## src/rtl/reqresp_tpg_if.sv

```systemverilog
// Request/reply handshake bundle between the traffic generator and the NoC.
// master: generator side (drives requests, accepts replies); slave: NoC side.
interface reqresp_tpg_if #(
    parameter int N_ADDR_WIDTH  = 4,
    parameter int VC_ADDR_WIDTH = 1,
    parameter int o0_WIDTH      = 32,
    parameter int i0_WIDTH      = 32
);
    logic [o0_WIDTH-1:0]      o0_data_out;
    logic [N_ADDR_WIDTH-1:0]  o0_dest_out;
    logic [VC_ADDR_WIDTH-1:0] o0_vc_out;
    logic                     o0_valid_out;
    logic                     o0_ready_in;
    logic [i0_WIDTH-1:0]      i0_data_in;
    logic                     i0_valid_in;
    logic                     i0_ready_out;

    modport master (
        output o0_data_out, o0_dest_out, o0_vc_out, o0_valid_out,
        output i0_ready_out,
        input  o0_ready_in, i0_data_in, i0_valid_in
    );

    modport slave (
        input  o0_data_out, o0_dest_out, o0_vc_out, o0_valid_out,
        input  i0_ready_out,
        output o0_ready_in, i0_data_in, i0_valid_in
    );
endinterface

```

## src/rtl/reqresp_tpg.sv

```systemverilog
// Closed-loop request generator: issues credited requests, checks replies
// and measures round-trip latency. Ports: clk, rst, bus (master), status.
module reqresp_tpg #(
    parameter int N               = 16,
    parameter int NUM_VC          = 2,
    parameter int N_ADDR_WIDTH    = $clog2(N),
    parameter int VC_ADDR_WIDTH   = $clog2(NUM_VC),
    parameter int o0_WIDTH        = 32,
    parameter int i0_WIDTH        = 32,
    parameter int o0_ID           = 0,
    parameter int o0_NODE         = 0,
    parameter int i0_NODE         = 0,
    parameter int i0_VC           = 0,
    parameter int o0_DEST         = 15,
    parameter int o0_VC           = 0,
    parameter int MAX_OUTSTANDING = 4,
    parameter int NUM_TESTS       = 1000,
    localparam int OW = $clog2(MAX_OUTSTANDING + 1)
) (
    input  logic           clk,
    input  logic           rst,
    reqresp_tpg_if.master  bus,
    output logic           done,
    output logic [OW-1:0]  outstanding,
    output logic [15:0]    err_count,
    output logic [31:0]    lat_sum,
    output logic [31:0]    lat_max
);
    localparam int NA = N_ADDR_WIDTH;
    localparam int VA = VC_ADDR_WIDTH;
    localparam int CW = o0_WIDTH - 3 * NA - 2 * VA - 8;
    localparam int RW = i0_WIDTH - 3 * NA - 2 * VA - 8;
    localparam int SW = $clog2(NUM_TESTS + 1);
    localparam int PW = (MAX_OUTSTANDING > 1) ? $clog2(MAX_OUTSTANDING) : 1;
    localparam int VC_LSB  = RW + 8;
    localparam int DST_LSB = VC_LSB + VA;
    localparam int HI_LSB  = DST_LSB + NA;

    localparam logic [OW-1:0] MAX_C  = OW'(MAX_OUTSTANDING);
    localparam logic [SW-1:0] NT_C   = SW'(NUM_TESTS);
    localparam logic [PW-1:0] LAST_P = PW'(MAX_OUTSTANDING - 1);

    logic [31:0]   cyc;
    logic [CW-1:0] seq;
    logic [RW-1:0] exp_seq;
    logic [SW-1:0] sent;
    logic          valid_q;
    logic          iready_q;

    // Send timestamps; depth equals the credit limit so it cannot overflow.
    logic [31:0]   ts_mem [MAX_OUTSTANDING];
    logic [PW-1:0] wr_ptr;
    logic [PW-1:0] rd_ptr;

    logic          issue;
    logic          accept;
    logic          pop;
    logic          unsol;
    logic          dst_bad;
    logic          vc_bad;
    logic          seq_bad;
    logic [1:0]    err_inc;
    logic [RW-1:0] rx_seq;
    logic [31:0]   lat;
    logic [32:0]   sum_ext;
    logic [16:0]   err_ext;
    logic [OW-1:0] out_n;
    logic [SW-1:0] sent_n;
    logic          unused_rx;

    function automatic logic [PW-1:0] nxt(input logic [PW-1:0] p);
        return (p == LAST_P) ? '0 : p + PW'(1);
    endfunction

    assign rx_seq  = bus.i0_data_in[RW-1:0];
    assign dst_bad = bus.i0_data_in[DST_LSB +: NA] != NA'(i0_NODE);
    assign vc_bad  = bus.i0_data_in[VC_LSB +: VA] != VA'(i0_VC);
    assign seq_bad = rx_seq != exp_seq;

    assign unused_rx = ^{bus.i0_data_in[i0_WIDTH-1:HI_LSB],
                         bus.i0_data_in[VC_LSB-1:RW]};

    always_comb begin
        issue   = bus.o0_ready_in && (outstanding < MAX_C) && (sent < NT_C);
        accept  = bus.i0_valid_in && iready_q;
        pop     = accept && (outstanding != '0);
        unsol   = accept && (outstanding == '0);
        err_inc = '0;
        if (unsol) begin
            err_inc = 2'd1;
        end else if (pop) begin
            err_inc = 2'(dst_bad) + 2'(vc_bad) + 2'(seq_bad);
        end
        out_n   = outstanding + OW'(issue) - OW'(pop);
        sent_n  = sent + SW'(issue);
        // Pop reads the oldest entry before any same-edge push lands.
        lat     = cyc - ts_mem[rd_ptr];
        sum_ext = {1'b0, lat_sum} + {1'b0, lat};
        err_ext = {1'b0, err_count} + 17'(err_inc);
    end

    always_ff @(posedge clk) begin
        if (rst) begin
            cyc         <= '0;
            seq         <= '0;
            exp_seq     <= RW'(1);
            sent        <= '0;
            valid_q     <= 1'b0;
            iready_q    <= 1'b0;
            wr_ptr      <= '0;
            rd_ptr      <= '0;
            outstanding <= '0;
            err_count   <= '0;
            lat_sum     <= '0;
            lat_max     <= '0;
            done        <= 1'b0;
        end else begin
            cyc         <= cyc + 32'd1;
            valid_q     <= issue;
            iready_q    <= 1'b1;
            outstanding <= out_n;
            sent        <= sent_n;
            err_count   <= err_ext[16] ? '1 : err_ext[15:0];
            done        <= done | ((sent_n == NT_C) && (out_n == '0));
            if (issue) begin
                seq    <= seq + CW'(1);
                wr_ptr <= nxt(wr_ptr);
            end
            if (pop) begin
                rd_ptr  <= nxt(rd_ptr);
                exp_seq <= rx_seq + RW'(1);
                lat_sum <= sum_ext[32] ? '1 : sum_ext[31:0];
                if (lat > lat_max) begin
                    lat_max <= lat;
                end
            end
        end
    end

    always_ff @(posedge clk) begin
        if (issue) begin
            ts_mem[wr_ptr] <= cyc;
        end
    end

    assign bus.o0_data_out  = {NA'(i0_NODE), VA'(i0_VC), NA'(o0_NODE),
                               NA'(o0_DEST), VA'(o0_VC), 8'(o0_ID), seq};
    assign bus.o0_dest_out  = NA'(o0_DEST);
    assign bus.o0_vc_out    = VA'(o0_VC);
    assign bus.o0_valid_out = valid_q;
    assign bus.i0_ready_out = iready_q;
endmodule
```

## src/flat_wrapper.sv

```systemverilog
// flat-port wrapper written by rule: the top's interface ports become plain ports
module reqresp_tpg_flat 
#(
    parameter int N               = 16,
    parameter int NUM_VC          = 2,
    parameter int N_ADDR_WIDTH    = $clog2(N),
    parameter int VC_ADDR_WIDTH   = $clog2(NUM_VC),
    parameter int o0_WIDTH        = 32,
    parameter int i0_WIDTH        = 32,
    parameter int o0_ID           = 0,
    parameter int o0_NODE         = 0,
    parameter int i0_NODE         = 0,
    parameter int i0_VC           = 0,
    parameter int o0_DEST         = 15,
    parameter int o0_VC           = 0,
    parameter int MAX_OUTSTANDING = 4,
    parameter int NUM_TESTS       = 1000,
    localparam int OW = $clog2(MAX_OUTSTANDING + 1)
)
  (clk, rst, done, outstanding, err_count, lat_sum, lat_max, bus_o0_data_out, bus_o0_dest_out, bus_o0_vc_out, bus_o0_valid_out, bus_i0_ready_out, bus_o0_ready_in, bus_i0_data_in, bus_i0_valid_in);
  reqresp_tpg_if #(.N_ADDR_WIDTH(N_ADDR_WIDTH), .VC_ADDR_WIDTH(VC_ADDR_WIDTH), .o0_WIDTH(o0_WIDTH), .i0_WIDTH(i0_WIDTH)) bus_i ();
  input  logic clk;
  input  logic rst;
  output logic done;
  output logic [OW-1:0] outstanding;
  output logic [15:0] err_count;
  output logic [31:0] lat_sum;
  output logic [31:0] lat_max;
  output wire logic [$bits(bus_i.o0_data_out)-1:0] bus_o0_data_out;
  output wire logic [$bits(bus_i.o0_dest_out)-1:0] bus_o0_dest_out;
  output wire logic [$bits(bus_i.o0_vc_out)-1:0] bus_o0_vc_out;
  output wire logic [$bits(bus_i.o0_valid_out)-1:0] bus_o0_valid_out;
  output wire logic [$bits(bus_i.i0_ready_out)-1:0] bus_i0_ready_out;
  input wire logic [$bits(bus_i.o0_ready_in)-1:0] bus_o0_ready_in;
  input wire logic [$bits(bus_i.i0_data_in)-1:0] bus_i0_data_in;
  input wire logic [$bits(bus_i.i0_valid_in)-1:0] bus_i0_valid_in;
  assign bus_o0_data_out = bus_i.o0_data_out;
  assign bus_o0_dest_out = bus_i.o0_dest_out;
  assign bus_o0_vc_out = bus_i.o0_vc_out;
  assign bus_o0_valid_out = bus_i.o0_valid_out;
  assign bus_i0_ready_out = bus_i.i0_ready_out;
  assign bus_i.o0_ready_in = bus_o0_ready_in;
  assign bus_i.i0_data_in = bus_i0_data_in;
  assign bus_i.i0_valid_in = bus_i0_valid_in;
  reqresp_tpg #(.N(N), .NUM_VC(NUM_VC), .N_ADDR_WIDTH(N_ADDR_WIDTH), .VC_ADDR_WIDTH(VC_ADDR_WIDTH), .o0_WIDTH(o0_WIDTH), .i0_WIDTH(i0_WIDTH), .o0_ID(o0_ID), .o0_NODE(o0_NODE), .i0_NODE(i0_NODE), .i0_VC(i0_VC), .o0_DEST(o0_DEST), .o0_VC(o0_VC), .MAX_OUTSTANDING(MAX_OUTSTANDING), .NUM_TESTS(NUM_TESTS)) u_core (.clk(clk), .rst(rst), .bus(bus_i), .done(done), .outstanding(outstanding), .err_count(err_count), .lat_sum(lat_sum), .lat_max(lat_max));
endmodule
```

## config.mk

```make
export PLATFORM = sky130hd
export DESIGN_NAME = reqresp_tpg_flat
export DESIGN_NICKNAME = d
export VERILOG_FILES = /design/src/rtl/reqresp_tpg_if.sv /design/src/rtl/reqresp_tpg.sv /design/src/flat_wrapper.sv
export SDC_FILE = /design/constraint.sdc
export NUM_CORES = 1
export LEC_CHECK = 0
export CORE_AREA = 2 2 234 236
export DETAILED_ROUTE_END_ITERATION = 12
export DIE_AREA = 0 0 236 238
export PLACE_DENSITY_LB_ADDON = 0.1
export SETUP_SLACK_MARGIN = 0.02
export SYNTH_ARGS = -nofsm -noshare
export SYNTH_HDL_FRONTEND = slang
export SYNTH_SLANG_ARGS = --single-unit
export TNS_END_PERCENT = 20
```

## constraint.sdc

```tcl
create_clock -name clk -period 13.9 [get_ports clk]
set_clock_uncertainty 0.05 [all_clocks]
set_input_delay 1.39 -clock clk [delete_from_list [all_inputs] [get_ports clk]]
set_output_delay 1.39 -clock clk [all_outputs]
set_load 0.01 [all_outputs]
```

==> results.cfg <==
[cells_and_area]
final_cell_area_sq_um = 18350
nets = 1755
fill_cells = 5423
final_cell_mix = nor2_1 (154), dfxtp_1 (153), edfxtp_1 (128)
drive_above_1_share_pct = 7.782
final_common_cell = nor2_1
area_delta_synth_final_pct = 19.15
antenna_cells = 0

[sta]
post-route-period-util_pct = 51.24
setup_viol = 0
slew_headroom_pct = 25.22
min_period_ns = 7.122
finalSetupTns_ns = 0
tightest_slew_ns = 1.122
fmax_ghz = 0.1404
rsz0062_at_grt = no
hold_viol_final = 0
setup_slack_ns = 6.778
final-max-slew-violation-count = 0

[route]
finalWirelength_mm = 40.11
vias = 11120
post_drt_via_cell_ratio = 4.777
drtIter0Drc = 663
firstDrtPassIters = 5
ant_nets = 0
drc = 0
routedWlPerCell_microns = 17.23

[critical_path]
cpLargestDelayFamily = compound AO/OA/AOI/OAI gates
startpoint_type = flop
cp.required_ns = 14.29
path_cells = buf_4 > mux4_2 > ha_1 > inv_1 > fa_1 > a211oi_1 > o21ai_0 > a31oi_2 > o21ai_2 > a21oi_4 > a21boi_0 > a31oi_1 > xnor2_1 > ha_1 > nand4_1 > or2_2 > nor3_1 > a31oi_1 > nand2_1 > a2bb2oi_2 > buf_4 > nor2_2 > a32o_1
cp.arrival_ns = 7.51
max_stage_delay_ns = 0.61
path_class = reg -> reg
endpoint_kind = flop
crit_buf_inv = 3
cp_max_fo = 32
slowest_stage = a2bb2oi_2

[place]
place_area_sq_um = 17180
place_congestion = 0.8027
post-place-ws_ns = 6.655
hpwlAfterDp_mm = 28.33
port_buffers = 114

[power]
power_density_nw_per_um2 = 160.8
p_sw_share_pct = 34.46
p_leak_uw = 0.006925
ir_drop_uv = 81.03
p_int_uw = 1934
seqPwrFrac_pct = 34.3
combPwrFrac_pct = 34.4
netSwitchingPower_uw = 1017
power.share.clock_pct = 31.2

[floorplanning]
die_y_microns = 238
rows = 85
ios = 159
die_w_microns = 236
initial_core_util_pct = 28.79
die_area_sq_um = 56170
fp.coreArea_sq_um = 53500

[cts]
ctsHoldBuffers = 0
clock-sinks = 282
clk_path_buf_depth = 3
clock_latency_ns = 0.55
root_buffer = clkbuf_16
post_cts_buffers = 0
clk_pin_slew_worst_paths_ns = 0.06
ctsResizeCount = 0
cts_tree = built
htree_levels = 2
numCtsBuffers = 35

[global_routing]
grt_max_degree = 58
gr-total-overflow = 0
antenna_found_initial = 0
grt_pass1_vias = 10850
grt_usage_pct = 14.24
grt_pass1_wl_mm = 63.34

[synth]
yosysSeqAreaShare_pct = 44.97
synth.cell_area_sq_um = 15400
postSynthCellCount = 1492
async_flop_share_pct = 0
yosys.cell_types.count = 80
ys_warn_count = 0
synth_seq_cells = 282
synth-edff-count = 128
synth-main-ff-cell = dfxtp_1
synth_area_per_cell_sq_um = 10.32

[outcome]
outcome = completed

[run]
drv_cap = 0

[worst_hold_path]
worstHoldPathType = reg -> reg
layout make-up:
type / count / area, sq um / area share [%]
clock buffer: 49 / 1008 / 5.495
clock inverter: 15 / 166.4 / 0.9067
inverter: 98 / 367.9 / 2.004
multi-input combinational: 1062 / 7784 / 42.41
sequential: 282 / 6928 / 37.75
tap: 696 / 870.8 / 4.745
timing repair buffer: 126 / 1229 / 6.694
routing by layer:
layer	vias up	share of wire [%]	global-route usage, %
met1	5334	49	19.89
met2	159	46	22.95
met5	-	0	0
met3	44	3.4	2.372
met4	0	1.7	3.474
li1	5584	-	-
power by group through the flow:
stage          Sequential (uW)  Clock (uW)  Combinational, uW
2_1_floorplan             1030           0                708
5_1_grt                   1030         988               1140
3_5_place_dp              1030           0               1030
6_report                  1010         922               1020
3_3_place_gp              1030           0               1020
4_1_cts                   1020         961               1030
per-stage QoR:
step                utilization [%]  std cells  power, uW  hold slack (ns)
finish                        34.31       2328       2951           0.4208
global route                  34.31       2328       3157           0.4518
CTS                           34.31       2328       3009           0.4223
detailed placement            32.11       2264       2058           0.4137
global placement              32.11       2264       2050           0.4083
floorplan                         -       1517       1741           0.3988
final timing paths:
kind	from	end	slack (ns)	cells past startpoint
setup / recovery	flop	u_core.lat_max[29]$_SDFFE_PP0P_	6.78	23
hold / removal	u_core.exp_seq[1]$_SDFFE_PP0P_	u_core.exp_seq[1]$_SDFFE_PP0P_	0.42	2
setup reg to reg	flop	u_core.lat_max[29]$_SDFFE_PP0P_	6.78	23
hold reg to reg	u_core.exp_seq[1]$_SDFFE_PP0P_	u_core.exp_seq[1]$_SDFFE_PP0P_	0.42	2
Yosys cell counts, drive strengths merged, types with 10 or more instances:
master | number | area, sq um
mux4 | 32 | 720.7
a21oi | 95 | 490.5
nor3 | 21 | 105.1
dfxtp | 154 | 3083
nor2 | 155 | 584.3
nand4 | 28 | 175.2
and2 | 19 | 121.4
and3 | 19 | 118.9
o21ai | 34 | 177.7
inv | 96 | 360.4
o21a | 10 | 75.07
nand2 | 96 | 360.4
nor2b | 12 | 75.07
nand3 | 44 | 220.2
ha | 109 | 1364
a31oi | 10 | 83.83
edfxtp | 128 | 3844
a21o | 48 | 360.4
clkbuf | 27 | 102.6
xor2 | 70 | 613.1
xnor2 | 55 | 481.7
a211oi | 49 | 397.9
buf | 48 | 327.8
sequential cells by signal, summed over array words and instances (netlist names), 3 cells and up, named ones only:
register            cells
u_core.cyc             32
u_core.err_count       16
u_core.exp_seq         10
u_core.lat_max         32
u_core.lat_sum         32
u_core.outstanding      3
u_core.sent            10
u_core.seq             10
u_core.ts_mem         128
worst min-delay path: cells and delay by family (launching register included):
family	cells	cell delay [ns]
simple gates	1	0.05
flops	1	0.32
compound gates	1	0.05
cells by family (layout without fill, tap and decap cells):
group / after synthesis / in the layout / share of synthesized area, %
xor+xnor: 125 / 125 / 7.107
mux: 38 / 38 / 5.069
simple gates: 441 / 441 / 13.69
flops: 282 / 282 / 44.97
other cells: 2 / 27 / 0.04876
compound gates: 317 / 317 / 14.43
fa+ha+maj: 114 / 114 / 9.504
buf+inv: 173 / 288 / 5.182
No activity file was read; power rests on OpenSTA's default activity.
==> edit 1: new RTL, same flow settings <==
`NUM_VC` is set to 2 in 2 places; all go to 4.
--- a/src/rtl/reqresp_tpg.sv
+++ b/src/rtl/reqresp_tpg.sv
@@ -2,7 +2,7 @@
 // and measures round-trip latency. Ports: clk, rst, bus (master), status.
 module reqresp_tpg #(
     parameter int N               = 16,
-    parameter int NUM_VC          = 2,
+    parameter int NUM_VC          = 4,
     parameter int N_ADDR_WIDTH    = $clog2(N),
     parameter int VC_ADDR_WIDTH   = $clog2(NUM_VC),
     parameter int o0_WIDTH        = 32,
--- a/src/flat_wrapper.sv
+++ b/src/flat_wrapper.sv
@@ -2,7 +2,7 @@
 module reqresp_tpg_flat 
 #(
     parameter int N               = 16,
-    parameter int NUM_VC          = 2,
+    parameter int NUM_VC          = 4,
     parameter int N_ADDR_WIDTH    = $clog2(N),
     parameter int VC_ADDR_WIDTH   = $clog2(NUM_VC),
     parameter int o0_WIDTH        = 32,
Ports: changed (resized bus_o0_vc_out); port bits go from 159 to 160. The function was not compared with the original's and may differ.
==> edit 1 against the original RTL <==
  * Die area unchanged
  * Core utilization decreased by 0.81 points
  * Count of clock-buffer cells in the layout unchanged
  * First-iteration DRC count decreased by 18%
  * Wire length decreased by 0.90%
  * Final area decreased by 2.4%
  * Worst setup slack got worse by 0.34 ns
  * Total power decreased by 1.7%
  * Sequential cell count decreased by 4
  * Synthesized area decreased by 2.4%
  * Non-clock buffer count decreased by 4
  * Critical path type unchanged
  * Maximum frequency decreased by 4.6%
==> edit 1: results (changes against the original RTL) <==
[grt]
grt_pass1_wl_um=62400  ; was 63,300 um
gr-usage-all-layers=0.140  ; was 0.142
antenna_found_initial=0  ; unchanged
grt_max_degree=70  ; was 58

[worst_setup_path]
critical-path-max-stage-delay_ns=0.79  ; was 0.61 ns
slowest_stage=or2_2  ; was a2bb2oi_2
worstReg2RegEnd=u_core.lat_max[31]  ; was u_core.lat_max[29]
reg2reg_setup_slack_ns=6.43  ; was 6.78 ns
crit_fanout=42  ; was 32
crit_arrival_ns=7.85  ; was 7.51 ns
cp_top_family=compound AO/OA/AOI/OAI gates  ; unchanged

[cts]
cts-buffers-inserted=35  ; unchanged
worstSkewPairLatency_ns=0.56
cts_root_buf=clkbuf_16  ; unchanged
ctsResizeCount=0  ; unchanged
path_clk_slew_ns=0.06  ; about the same

[placement]
port_buffers=111  ; was 114
place_congestion=0.801  ; was 0.803
dpl.cell_count=2232  ; was 2,264
hpwl_um=27500  ; was 28,300 um
pre_cts_ws_ns=6.35  ; was 6.66 ns

[yosys]
synth_edf_count=128  ; unchanged
seq_area_frac_synth=0.455  ; was 0.450
synth.distinct_cells=73  ; was 80
ys_top_cells_by_count=dfxtp_1 (150), edfxtp_1 (128), a21oi_1 (126), nor2_1 (117), ha_1 (109)  ; was dfxtp_1 (154), nor2_1 (154), edfxtp_1 (128), ha_1 (109)
ys.flop_type=dfxtp_1  ; unchanged
synth_largest_area_cell=edfxtp_1  ; unchanged
yosys-top-cells-area=edfxtp_1 (26%), dfxtp_1 (20%), ha_1 (9.1%)  ; was edfxtp_1 (25%), dfxtp_1 (20%), ha_1 (8.9%)
postSynth.asyncResetShare=0  ; unchanged
syn_area_per_cell_um2=10.3  ; about the same

[layout]
fillers=5480  ; was 5,423
largest_register_ffs=128  ; unchanged
stdcell_count=2294  ; was 2,328
nets=1723  ; was 1,755
num_antenna_cells=0  ; unchanged
drive_gt1_frac=0.0707  ; was 0.0778
regMostFlops=u_core.ts_mem  ; unchanged

[power_and_ir_drop]
vdd_drop_max_mv=0.0753  ; was 0.0810 mV
p_leak_nw=6.68  ; was 6.92 nW
p_int_w=0.00191  ; was 0.00193 W

[routing]
drt-initial-drc-count=545  ; was 663
vias=11000  ; was 11,100
drt-total-wl_um=39700  ; was 40,100 um
drtPass1Iterations=5  ; unchanged

[min_path]
hp-class=reg -> reg  ; unchanged
holdPathStages=2  ; unchanged
min_from=u_core.exp_seq[1]  ; unchanged
holdPathEnd=u_core.exp_seq[1]  ; unchanged

[outcome]
outcome=complete, no violations  ; unchanged

[sta]
relSlewSlack=0.415  ; was 0.252

==> edit 1: cell type report <==
cell class	instances	area share
clock inverter	13	0.00984
multi-input combinational	1047	0.420
clock buffer	49	0.0546
timing repair buffer	122	0.0665
sequential	278	0.382
tap	696	0.0486
inverter	89	0.0186
==> edit 1: worst max path at each step <==
stage,from,end,cells past startpoint,slack (ns)
after floorplan,flip-flop,u_core.lat_max[18],27,7.69
after global placement,flip-flop,u_core.lat_max[31],23,6.32
after detailed placement,flip-flop,u_core.lat_max[31],23,6.35
after CTS,flip-flop,u_core.lat_max[31],23,6.30
after global routing,flip-flop,u_core.lat_max[31],23,5.92
final,flip-flop,u_core.lat_max[31],23,6.43
==> edit 1: cell families after synthesis <==
family | count (synthesis) | share of synthesized area
DFF | 278 | 0.455
xor gates and xnor gates | 120 | 0.0699
muxes | 36 | 0.0506
AOI/OAI and AO/OA | 347 | 0.146
buffers and inverters | 169 | 0.0517
and+or+nand+nor | 400 | 0.129
other | 2 | 0.000500
adders and majority gates | 114 | 0.0974
==> edit 1: layer usage <==
| layer | GRT usage | vias to the layer above | share of wire |
|---|---|---|---|
| li1 | - | 5484 | - |
| met1 | 0.193 | 5312 | 0.49 |
| met2 | 0.225 | 174 | 0.45 |
| met3 | 0.0252 | 48 | 0.035 |
| met4 | 0.0378 | 0 | 0.020 |
| met5 | 0 | - | 0 |
==> edit 1: worst reg2reg max path, stage by stage, from the launching register on <==
cell      delay, ns
dfxtp_2        0.31
buf_4          0.60
mux4_2         0.63
inv_1          0.08
ha_1           0.31
a21o_1         0.24
a22o_1         0.28
o31ai_4        0.33
o21ai_1        0.22
o31a_1         0.41
o31a_1         0.35
o21a_1         0.23
nor2_1         0.12
xnor2_1        0.14
ha_1           0.22
a21o_1         0.18
a21o_1         0.17
a21oi_1        0.20
o211ai_1       0.14
a221oi_1       0.33
a21boi_1       0.61
or2_2          0.79
nor3_1         0.11
a311o_1        0.29
==> edit 1: stage by stage <==
step           hold slack, ns   util  power (W)  instance area [um2]
2_1_floorplan           0.399      -    0.00170                15100
5_1_grt                 0.444  0.335    0.00310                17900
4_1_cts                 0.426  0.335    0.00296                17900
3_3_place_gp            0.407  0.313    0.00201                16800
6_report                0.426  0.335    0.00290                17900
3_5_place_dp            0.419  0.313    0.00201                16800
==> edit 1: power by group through the flow <==
stage	clock, W	combinational, W	sequential [W]
after floorplan	0	0.000682	0.00102
after global placement	0	0.000986	0.00102
after detailed placement	0	0.000989	0.00102
after CTS	0.000958	0.000994	0.00100
after global routing	0.000993	0.00109	0.00101
final	0.000921	0.000980	0.00100
==> edit 2: new RTL, same flow settings <==
Without the edit above. Make the reset (`rst`) asynchronous in one clocked block.
--- a/src/rtl/reqresp_tpg.sv
+++ b/src/rtl/reqresp_tpg.sv
@@ -99,7 +99,7 @@
         err_ext = {1'b0, err_count} + 17'(err_inc);
     end
 
-    always_ff @(posedge clk) begin
+    always_ff @(posedge clk or posedge rst) begin
         if (rst) begin
             cyc         <= '0;
             seq         <= '0;
Formal check against the unedited RTL: differs if rst is asserted again (counterexample within 4 cycles, from zero or initial values and one cycle with rst high); with rst held inactive, the same outputs for 4 cycles.
==> edit 2 against the original RTL <==
  * Wire length is 6.5% lower
  * Synthesized area is 3.0% higher
  * First-iteration DRC count is 16% lower
  * Worst hold slack worse by 0.0030 ns
  * Worst setup slack better by 0.31 ns
  * Global-route usage is 0.52 points lower
  * Sequential cell count is 2 lower
  * Critical path depth is 3 lower
  * Final area is 2.8% higher
  * Critical path type unchanged
  * Largest cell class is now registers
Power is not compared: it rests on default switching activity, and its combinational part moved more than twofold at a synthesized area within 25%.
==> edit 2: results (changes against the original RTL) <==
[yosys]
ys.flop_type=dfrtp_1  ; was dfxtp_1
seq_area_frac_synth=0.482  ; was 0.450
synthCells=1396  ; was 1,492
synth_edf_count=128  ; unchanged
ys_top_cells_by_count=dfrtp_1 (151), edfxtp_1 (128), ha_1 (109), nand2_1 (109), nor2_1 (93)  ; was dfxtp_1 (154), nor2_1 (154), edfxtp_1 (128), ha_1 (109)
synth.distinct_cells=86  ; was 80
yosysWarnings=0  ; unchanged
postSynth.asyncResetShare=0.543  ; was 0
yosys-top-cells-area=edfxtp_1 (24%), dfrtp_1 (24%), ha_1 (8.6%)  ; was edfxtp_1 (25%), dfxtp_1 (20%), ha_1 (8.9%)

[power_and_ir_drop]
vdd_drop_max_mv=0.0856
p_leak_nw=7.89
p_int_w=0.00271

[placement]
port_buffers=114  ; unchanged
dpl.cell_count=2175  ; was 2,264
hpwl_um=26700  ; was 28,300 um
pre_cts_ws_ns=6.88  ; was 6.66 ns
dpl_cell_area_mm2=0.0177  ; was 0.0172 mm2
place_congestion=0.808  ; was 0.803

[layout]
regMostFlops=u_core.ts_mem  ; unchanged
nets=1667  ; was 1,755
drive_gt1_frac=0.109  ; was 0.0778
num_antenna_cells=0  ; unchanged
largest_register_ffs=128  ; unchanged

[grt]
antenna_found_initial=0  ; unchanged
gr-usage-all-layers=0.137  ; was 0.142
grt_pass1_wl_um=61600  ; was 63,300 um
grt_max_degree=86  ; was 58
grt_pass1_vias=10900  ; was 10,800

[routing]
drt-total-wl_um=37500  ; was 40,100 um
drt-initial-drc-count=557  ; was 663
avgRoutedWirePerCell_um=16.7  ; was 17.2 um
drt-met1-wl_um=18600  ; was 19,800 um
wl_met2_um=17000  ; was 18,300 um
top_layer=met4  ; unchanged
drtPass1Iterations=4  ; was 5
wl_met3_um=1150  ; was 1350 um
viasPerCell=4.72  ; was 4.78

[cts]
cts.path.max_buffers=3  ; unchanged
cts_setup_buffers=0  ; unchanged
htreeDepth=2  ; unchanged
path_clk_slew_ns=0.06  ; about the same
ctsResizeCount=0  ; unchanged
worstSkewPairLatency_ns=0.55  ; about the same
cts_root_buf=clkbuf_16  ; unchanged
cts-buffers-inserted=36  ; was 35

[worst_setup_path]
slowest_stage=a22oi_2  ; was a2bb2oi_2
crit_fanout=35  ; was 32
critical-path-max-stage-delay_ns=0.73  ; was 0.61 ns
cp_top_family=compound AO/OA/AOI/OAI gates  ; unchanged
crit_arrival_ns=7.19  ; was 7.51 ns
reg2reg_setup_slack_ns=7.08  ; was 6.78 ns

[sta]
tightest_slew_ns=0.974  ; was 1.12 ns
fin_crit_ns=6.82  ; was 7.12 ns
whs_ns=0.418  ; was 0.421 ns
hold_viol_final=0  ; unchanged

[min_path]
hp-class=reg -> reg  ; unchanged

[outcome]
outcome=complete, no violations  ; unchanged

## edit 2: cell count changes in the layout (fill, tap and decap cells not counted), sizes merged, moves of 7 or more
cell / change
a211oi: -40
dfrtp: +151
nor2: -62
and2: -13
xor2: -9
xnor2: +15
dfxtp: -154
nand2: +13
mux2: +26
o21ai: +15
nor3: -7
o211ai: +8
## edit 2: power by group through the flow
stage | clock [W] | combinational (W) | sequential (W)
after global routing | 0.00102 | 0.00280 | 0.00122
after global placement | 0 | 0.00251 | 0.00122
final | 0.000946 | 0.00249 | 0.00120
after floorplan | 0 | 0.00179 | 0.00122
after detailed placement | 0 | 0.00251 | 0.00122
after CTS | 0.000987 | 0.00252 | 0.00120
## edit 2: routing by layer
layer | GRT usage | vias to the layer above
li1 | - | 5263
met1 | 0.193 | 5122
met2 | 0.221 | 145
met3 | 0.0223 | 45
met4 | 0.0342 | 0
met5 | 0 | -
## edit 2: cell families after synthesis
family | Yosys count | synth area share
muxes | 61 | 0.0658
xor gates and xnor gates | 131 | 0.0728
and+or+nand+nor | 365 | 0.112
AOI/OAI and AO/OA | 283 | 0.128
other | 2 | 0.000473
buffers and inverters | 160 | 0.0475
adders and majority gates | 114 | 0.0923
DFF | 280 | 0.482
## edit 2: layout make-up
cell class	count	area [um2]
Clock inverter	12	136
Clock buffer	54	1070
Multi-Input combinational cell	982	7570
Tap cell	696	871
Fill cell	5315	34600
Timing Repair Buffer	126	1230
Sequential cell	280	7650
Inverter	91	347
## edit 2: worst paths after layout
kind,start,to,cells after the start
max,u_core.rd_ptr[0],u_core.lat_max[6],20
min,u_core.done,u_core.done,1
max reg2reg,u_core.rd_ptr[0],u_core.lat_max[6],20
min reg2reg,u_core.done,u_core.done,1
max in group asynchronous,rst,u_core.lat_max[25],3
min in group asynchronous,rst,u_core.bus.o0_valid_out,2
